## src/rtl/rule_match_collector_if.sv

```systemverilog
// Stream bundle between the rule check stage, the match collector and the rule-reporting consumer.
// The collector takes the slave view. The upstream/consumer side takes the master view.
interface rule_match_collector_if #(
  parameter int RULE_AWIDTH = 13
);
  logic [RULE_AWIDTH-1:0] in_rule_data;
  logic                   in_rule_valid;
  logic                   in_last;
  logic [RULE_AWIDTH-1:0] out_rule_data;
  logic                   out_rule_last;
  logic                   out_rule_valid;
  logic                   out_rule_ready;

  modport master (
    output in_rule_data,
    output in_rule_valid,
    output in_last,
    input  out_rule_data,
    input  out_rule_last,
    input  out_rule_valid,
    output out_rule_ready
  );

  modport slave (
    input  in_rule_data,
    input  in_rule_valid,
    input  in_last,
    output out_rule_data,
    output out_rule_last,
    output out_rule_valid,
    input  out_rule_ready
  );
endinterface

```

## src/rtl/rule_match_collector.sv

```systemverilog
// Per-packet rule ID dedup feeding a show-ahead FIFO. Input to out_rule_valid takes 2 cycles.
// Upstream cannot be stalled: when the FIFO is short of space, rules are dropped and counted, and the last slot is kept for terminators.
module rule_match_collector #(
  parameter int RULE_AWIDTH = 13,
  parameter int FIFO_DEPTH  = 32,
  parameter int DEDUP_DEPTH = 8
) (
  input  logic                          clk,
  input  logic                          rst,
  rule_match_collector_if.slave         bus,
  output logic [$clog2(FIFO_DEPTH):0]   fifo_count,
  output logic [31:0]                   rule_cnt,
  output logic [31:0]                   dup_cnt,
  output logic [31:0]                   drop_cnt
);

  localparam int PW = $clog2(FIFO_DEPTH);
  localparam int CW = PW + 1;

  typedef struct packed {
    logic [RULE_AWIDTH-1:0] id;
    logic                   last;
  } entry_t;

  logic [RULE_AWIDTH-1:0] r_s1_data;
  logic                   r_s1_vld;
  logic                   r_s1_last;

  logic [RULE_AWIDTH-1:0] r_tbl [DEDUP_DEPTH];
  logic [DEDUP_DEPTH-1:0] r_tbl_vld;

  entry_t                 r_mem [FIFO_DEPTH];
  logic [PW-1:0]          r_wr_ptr;
  logic [PW-1:0]          r_rd_ptr;
  logic [CW-1:0]          r_count;
  logic [31:0]            r_rule_cnt;
  logic [31:0]            r_dup_cnt;
  logic [31:0]            r_drop_cnt;

  logic                   w_hit;
  logic                   w_rule_new;
  logic                   w_room;
  logic                   w_full;
  logic                   w_push_rule;
  logic                   w_push_term;
  logic                   w_push;
  logic                   w_drop;
  logic                   w_dup;
  logic                   w_pop;
  logic                   w_out_vld;
  entry_t                 w_push_ent;
  entry_t                 w_head;

  always_ff @(posedge clk or posedge rst) begin
    if (rst) begin
      r_s1_data <= '0;
      r_s1_vld  <= 1'b0;
      r_s1_last <= 1'b0;
    end else begin
      r_s1_data <= bus.in_rule_data;
      r_s1_vld  <= bus.in_rule_valid && (bus.in_rule_data != '0);
      r_s1_last <= bus.in_last;
    end
  end

  always_comb begin
    w_hit = 1'b0;
    for (int i = 0; i < DEDUP_DEPTH; i++) begin
      if (r_tbl_vld[i] && (r_tbl[i] == r_s1_data)) w_hit = 1'b1;
    end
  end

  // Rules may only take the FIFO up to DEPTH-1; the final slot is held back for a terminator.
  assign w_out_vld   = (r_count != '0);
  assign w_pop       = w_out_vld && bus.out_rule_ready;
  assign w_room      = (r_count < CW'(FIFO_DEPTH - 1));
  assign w_full      = (r_count == CW'(FIFO_DEPTH));
  assign w_rule_new  = r_s1_vld && !w_hit;
  assign w_dup       = r_s1_vld && w_hit;
  assign w_push_rule = w_rule_new && w_room;
  assign w_drop      = w_rule_new && !w_room;
  assign w_push_term = r_s1_last && !w_push_rule && (!w_full || w_pop);
  assign w_push      = w_push_rule || w_push_term;

  always_comb begin
    w_push_ent.id   = '0;
    w_push_ent.last = 1'b1;
    if (w_push_rule) begin
      w_push_ent.id   = r_s1_data;
      w_push_ent.last = r_s1_last;
    end
  end

  // The packet boundary wipes the table on the same edge, so the next packet starts clean.
  always_ff @(posedge clk or posedge rst) begin
    if (rst) begin
      r_tbl_vld <= '0;
      for (int i = 0; i < DEDUP_DEPTH; i++) r_tbl[i] <= '0;
    end else if (r_s1_last) begin
      r_tbl_vld <= '0;
    end else if (w_push_rule) begin
      r_tbl_vld <= {r_tbl_vld[DEDUP_DEPTH-2:0], 1'b1};
      r_tbl[0]  <= r_s1_data;
      for (int i = 1; i < DEDUP_DEPTH; i++) r_tbl[i] <= r_tbl[i-1];
    end
  end

  always_ff @(posedge clk) begin
    if (w_push) r_mem[r_wr_ptr] <= w_push_ent;
  end

  always_ff @(posedge clk or posedge rst) begin
    if (rst) begin
      r_wr_ptr   <= '0;
      r_rd_ptr   <= '0;
      r_count    <= '0;
      r_rule_cnt <= '0;
      r_dup_cnt  <= '0;
      r_drop_cnt <= '0;
    end else begin
      if (w_push) r_wr_ptr <= r_wr_ptr + PW'(1);
      if (w_pop)  r_rd_ptr <= r_rd_ptr + PW'(1);
      if (w_push && !w_pop)      r_count <= r_count + CW'(1);
      else if (!w_push && w_pop) r_count <= r_count - CW'(1);
      if (w_push_rule) r_rule_cnt <= r_rule_cnt + 32'd1;
      if (w_dup)       r_dup_cnt  <= r_dup_cnt + 32'd1;
      if (w_drop)      r_drop_cnt <= r_drop_cnt + 32'd1;
    end
  end

  assign w_head             = r_mem[r_rd_ptr];
  assign bus.out_rule_valid = w_out_vld;
  assign bus.out_rule_data  = w_out_vld ? w_head.id : '0;
  assign bus.out_rule_last  = w_out_vld ? w_head.last : 1'b0;

  assign fifo_count = r_count;
  assign rule_cnt   = r_rule_cnt;
  assign dup_cnt    = r_dup_cnt;
  assign drop_cnt   = r_drop_cnt;

endmodule
```

## src/flat_wrapper.sv

```systemverilog
// flat-port wrapper written by rule: the top's interface ports become plain ports
module rule_match_collector_flat 
#(
  parameter int RULE_AWIDTH = 13,
  parameter int FIFO_DEPTH  = 32,
  parameter int DEDUP_DEPTH = 8
)
  (clk, rst, fifo_count, rule_cnt, dup_cnt, drop_cnt, bus_in_rule_data, bus_in_rule_valid, bus_in_last, bus_out_rule_data, bus_out_rule_last, bus_out_rule_valid, bus_out_rule_ready);
  rule_match_collector_if #(.RULE_AWIDTH(RULE_AWIDTH)) bus_i ();
  input  logic clk;
  input  logic rst;
  output logic [$clog2(FIFO_DEPTH):0] fifo_count;
  output logic [31:0] rule_cnt;
  output logic [31:0] dup_cnt;
  output logic [31:0] drop_cnt;
  input wire logic [$bits(bus_i.in_rule_data)-1:0] bus_in_rule_data;
  input wire logic [$bits(bus_i.in_rule_valid)-1:0] bus_in_rule_valid;
  input wire logic [$bits(bus_i.in_last)-1:0] bus_in_last;
  output wire logic [$bits(bus_i.out_rule_data)-1:0] bus_out_rule_data;
  output wire logic [$bits(bus_i.out_rule_last)-1:0] bus_out_rule_last;
  output wire logic [$bits(bus_i.out_rule_valid)-1:0] bus_out_rule_valid;
  input wire logic [$bits(bus_i.out_rule_ready)-1:0] bus_out_rule_ready;
  assign bus_i.in_rule_data = bus_in_rule_data;
  assign bus_i.in_rule_valid = bus_in_rule_valid;
  assign bus_i.in_last = bus_in_last;
  assign bus_out_rule_data = bus_i.out_rule_data;
  assign bus_out_rule_last = bus_i.out_rule_last;
  assign bus_out_rule_valid = bus_i.out_rule_valid;
  assign bus_i.out_rule_ready = bus_out_rule_ready;
  rule_match_collector #(.RULE_AWIDTH(RULE_AWIDTH), .FIFO_DEPTH(FIFO_DEPTH), .DEDUP_DEPTH(DEDUP_DEPTH)) u_core (.clk(clk), .rst(rst), .bus(bus_i), .fifo_count(fifo_count), .rule_cnt(rule_cnt), .dup_cnt(dup_cnt), .drop_cnt(drop_cnt));
endmodule
```

## config.mk

```make
export PLATFORM = sky130hd
export DESIGN_NAME = rule_match_collector_flat
export DESIGN_NICKNAME = d
export VERILOG_FILES = /design/src/rtl/rule_match_collector_if.sv /design/src/rtl/rule_match_collector.sv /design/src/flat_wrapper.sv
export SDC_FILE = /design/constraint.sdc
export NUM_CORES = 1
export LEC_CHECK = 0
export CORE_AREA = 2 2 234 236
export DETAILED_ROUTE_END_ITERATION = 7
export DIE_AREA = 0 0 236 238
export PLACE_DENSITY = 0.87
export RECOVER_POWER = 50
export SKIP_CTS_REPAIR_TIMING = 1
export SLEW_MARGIN = 10
export SYNTH_ARGS = -nofsm -noshare
export SYNTH_HDL_FRONTEND = slang
export SYNTH_SLANG_ARGS = --single-unit
export TNS_END_PERCENT = 30
```

## constraint.sdc

```tcl
create_clock -name clk -period 8.3 [get_ports clk]
set_clock_uncertainty 0.2 [all_clocks]
set_input_delay 1.245 -clock clk [delete_from_list [all_inputs] [get_ports clk]]
set_output_delay 1.245 -clock clk [all_outputs]
set_load 0.03 [all_outputs]
```

==> impl_metrics.xml <==
<?xml version="1.0" encoding="UTF-8"?>
<metrics>
  <group name="critical_path">
    <metric name="worst_setup_path_start_kind" unit="">flop</metric>
    <metric name="critical-path-max-stage-delay" unit="ns">1.16</metric>
    <metric name="worstSetupPathType" unit="">reg -&gt; out</metric>
    <metric name="critical_path.most_common_cell" unit="">mux4_2</metric>
    <metric name="slowest_stage" unit="">dfrtp_4</metric>
    <metric name="critPathMaxFanout" unit="">73</metric>
    <metric name="critical_path.endpoint_type" unit="">output port</metric>
    <metric name="crit_required" unit="ns">6.86</metric>
    <metric name="critPathArrivalTime" unit="ns">4.48</metric>
    <metric name="cells_along_the_critical_path" unit="">buf_4 -&gt; mux4_2 -&gt; mux4_2 -&gt; mux2i_1 -&gt; nor2_1 -&gt; clkdlybuf4s50_1</metric>
    <metric name="r2r_cells" unit="">10</metric>
  </group>
  <group name="grt">
    <metric name="vias_in_the_first_global_route" unit="">16430</metric>
    <metric name="grt_pass1_wl" unit="mm">102.1</metric>
    <metric name="groute.usage.overall" unit="%">24.41</metric>
    <metric name="grt_start_max_net_pins" unit="">140</metric>
    <metric name="antenna_found_initial" unit="">2</metric>
    <metric name="grt.overflow.total" unit="">0</metric>
  </group>
  <group name="routing">
    <metric name="post_drt_antenna_nets" unit="">0</metric>
    <metric name="routed_via_density" unit="">6.171</metric>
    <metric name="first_pass_iters" unit="">4</metric>
    <metric name="drt_wl_total" unit="mm">67.46</metric>
    <metric name="post_drt_wl_per_cell" unit="um">26.58</metric>
    <metric name="route.vias.total" unit="">15660</metric>
    <metric name="drc_errors" unit="">0</metric>
    <metric name="dr.first_iter.drc_count" unit="">1668</metric>
  </group>
  <group name="min_path">
    <metric name="hold_depth" unit="">1</metric>
    <metric name="worstHoldPathType" unit="">reg -&gt; reg</metric>
  </group>
  <group name="outcome">
    <metric name="failed_checks" unit="">capacitance limit, slew limit</metric>
    <metric name="status" unit="">complete, but fails checks</metric>
  </group>
  <group name="timing">
    <metric name="hold_violations" unit="">0</metric>
    <metric name="timing.final.max_slew_violations" unit="">439</metric>
    <metric name="final.period_utilization" unit="%">71.33</metric>
    <metric name="timing.final.setup_violations" unit="">0</metric>
    <metric name="slew-limit-headroom" unit="%">-106.3</metric>
    <metric name="grt_setup_unrepaired" unit="">false</metric>
    <metric name="setup-tns-final" unit="ns">0</metric>
    <metric name="finalCriticalPeriod" unit="ns">5.921</metric>
    <metric name="worst-slew-pin-transition" unit="ns">3.095</metric>
    <metric name="fmax" unit="MHz">168.9</metric>
  </group>
  <group name="clock_tree">
    <metric name="numCtsBuffers" unit="">68</metric>
    <metric name="ctsHtreeMaxLevel" unit="">3</metric>
    <metric name="cts_tree" unit="">yes</metric>
    <metric name="clock_tree.root_cell" unit="">clkbuf_16</metric>
    <metric name="clk_sink_count" unit="">687</metric>
    <metric name="cts.reportedPaths.clkPinSlew" unit="ns">0.06</metric>
    <metric name="clock_latency" unit="ns">0.61</metric>
    <metric name="clockBufferDepth" unit="">3</metric>
  </group>
  <group name="place">
    <metric name="port_buffers" unit="">134</metric>
    <metric name="dpl.hpwl" unit="mm">39.45</metric>
    <metric name="placed_cells_incl_taps" unit="">2414</metric>
    <metric name="gp_congestion" unit="">0.8109</metric>
  </group>
  <group name="yosys">
    <metric name="synthDistinctLibCells" unit="">42</metric>
    <metric name="ys_ff_latch" unit="">687</metric>
    <metric name="ys_warn_count" unit="">0</metric>
    <metric name="commonest_register_cell_after_synthesis" unit="">edfxtp_1</metric>
    <metric name="post_synth_inst_count" unit="">1657</metric>
    <metric name="async_flop_share" unit="%">34.79</metric>
    <metric name="synthesized_area" unit="mm^2">0.02869</metric>
    <metric name="synth-seq-area-share" unit="%">67.74</metric>
    <metric name="syn_area_per_cell" unit="um^2">17.31</metric>
    <metric name="synth-edff-count" unit="">448</metric>
    <metric name="syn-num-nets" unit="">1689</metric>
  </group>
  <group name="die">
    <metric name="die_height" unit="um">238</metric>
    <metric name="placementRows" unit="">85</metric>
    <metric name="design.portCount" unit="">135</metric>
    <metric name="die_x" unit="um">236</metric>
    <metric name="die_area" unit="mm^2">0.05617</metric>
    <metric name="floorplan.initialDensity" unit="%">53.63</metric>
    <metric name="core-area" unit="mm^2">0.05350</metric>
  </group>
  <group name="layout">
    <metric name="fillCellCount" unit="">3674</metric>
    <metric name="synthToLayoutAreaGrowth" unit="%">14.34</metric>
    <metric name="num-nets-final" unit="">1820</metric>
    <metric name="multiInputGateArea" unit="mm^2">0.008777</metric>
    <metric name="drive_above_1_share" unit="%">20.75</metric>
    <metric name="regArea" unit="mm^2">0.01944</metric>
    <metric name="most_used_cells_in_the_layout_excluding_fill_and_tap_cells" unit="">edfxtp_1 (448), dfrtp_1 (235), xnor2_1 (158)</metric>
    <metric name="layout_commonest_cell" unit="">edfxtp_1</metric>
    <metric name="finalNonFillerCells" unit="">2538</metric>
  </group>
  <group name="power_and_ir_drop">
    <metric name="peakVddDrop" unit="mV">0.2542</metric>
    <metric name="power.static_leakage" unit="nW">12.26</metric>
    <metric name="cellPowerDensity" unit="mW/mm^2">339.5</metric>
  </group>
  <group name="run">
    <metric name="maxcap_violations" unit="">20</metric>
  </group>
</metrics>
-- final timing paths --
kind	start	endpoint	slack, ns
max	u_core.r_rd_ptr[1]	bus_out_rule_data[1]	2.38
max reg2reg	u_core.r_s1_data[7]	u_core.r_tbl[51]	2.44
max in group asynchronous	rst	u_core.drop_cnt[16]	3.19
min reg2reg	u_core.dup_cnt[31]	u_core.dup_cnt[31]	0.26
min	u_core.dup_cnt[31]	u_core.dup_cnt[31]	0.26
min in group asynchronous	rst	u_core.r_tbl[10]	1.16
-- where the power goes --
part	internal, mW	switching [mW]
clock	1.74	1.33
combinational	1.60	1.62
sequential	4.26	0.590
-- synthesized netlist by cell type (2+ instances only) --
master,instances,share of area (%)
nor4b_1,7,0.21
nor4_1,23,0.50
a21oi_1,3,0.052
nor2_1,76,0.99
nor4_2,2,0.087
dfrtp_1,239,21
a31oi_1,2,0.044
mux2i_1,21,0.73
and3_1,23,0.50
or3b_2,2,0.061
mux2_4,49,2.6
nand2b_1,13,0.28
nand4_1,51,1.1
o21ai_0,5,0.087
or4_1,2,0.052
and2_1,19,0.41
clkbuf_1,51,0.67
mux2_2,60,2.4
or3_1,4,0.087
nor3_1,30,0.52
xor2_1,52,1.6
buf_1,11,0.14
inv_1,18,0.24
buf_6,6,0.24
nand3b_1,3,0.078
edfxtp_1,448,47
and4_1,5,0.15
nand3_1,40,0.70
buf_4,13,0.34
nand2_1,54,0.71
mux4_2,140,11
xnor2_1,158,4.8
ha_1,13,0.57
nor2b_1,2,0.044
buf_2,5,0.087
-- stage by stage --
step | util, % | hold WS (ns) | area [um^2] | power [mW] | worst slack (ns)
finish | 61.32 | 0.2641 | 32810 | 11.14 | 2.379
global route | 61.32 | 0.2794 | 32810 | 11.53 | 2.141
CTS | 61.49 | 0.2770 | 32890 | 11.23 | 2.396
detailed placement | 57.38 | 0.2638 | 30690 | 8.136 | 3.117
global placement | 57.38 | 0.2602 | 30690 | 7.963 | 3.146
floorplan | - | 0.2849 | 28690 | 7.038 | 0.2952
-- sequential cells by signal, summed over array words and instances, names as in the netlist --
| signal | flops |
|---|---|
| u_core.dup_cnt | 32 |
| u_core.r_rd_ptr | 5 |
| u_core.fifo_count | 6 |
| u_core.r_s1_data | 13 |
| u_core.rule_cnt | 32 |
| u_core.r_mem | 448 |
| u_core.drop_cnt | 32 |
| u_core.r_tbl_vld | 8 |
| u_core.r_wr_ptr | 5 |
| u_core.r_tbl | 104 |
| u_core.r_s1_vld | 1 |
| u_core.r_s1_last | 1 |
-- worst max-delay path: cells and delay by family, from the launching register on --
family | cells | cell delay (ns)
buffers and inverters | 2 | 1.30
multiplexers | 3 | 1.24
flip-flops | 1 | 1.16
AND/OR/NAND/NOR | 1 | 0.11
-- per-layer routing --
layer | track usage [%] | wire (um) | share of wire (%) | vias to the layer above
li1 | - | - | - | 6568
met1 | 31.27 | 25230 | 37 | 8141
met2 | 41.34 | 34350 | 51 | 817
met3 | 5.738 | 5964 | 8.8 | 134
met4 | 8.184 | 1904 | 2.8 | 2
met5 | 0 | 11 | 0.016 | -
-- cell families after synthesis --
logic type | count (synthesis) | synth area share, %
AO/OA/AOI/OAI | 15 | 0.3271
XOR/XNOR | 210 | 6.411
AND/OR/NAND/NOR | 357 | 6.537
adder cells (fa/ha/maj) | 14 | 0.6367
multiplexers | 270 | 16.64
flip-flops | 687 | 67.74
buffers and inverters | 104 | 1.709
-- final cells by class --
class	instances	share of cell area, %
Sequential cell	687	59.27
Multi-Input combinational cell	866	26.76
Clock buffer	88	5.740
Timing Repair Buffer	147	4.379
Tap cell	696	2.655
Clock inverter	35	0.9650
Inverter	18	0.2288
Antenna cell	1	0.007628
No activity file was read; power rests on OpenSTA's default activity.
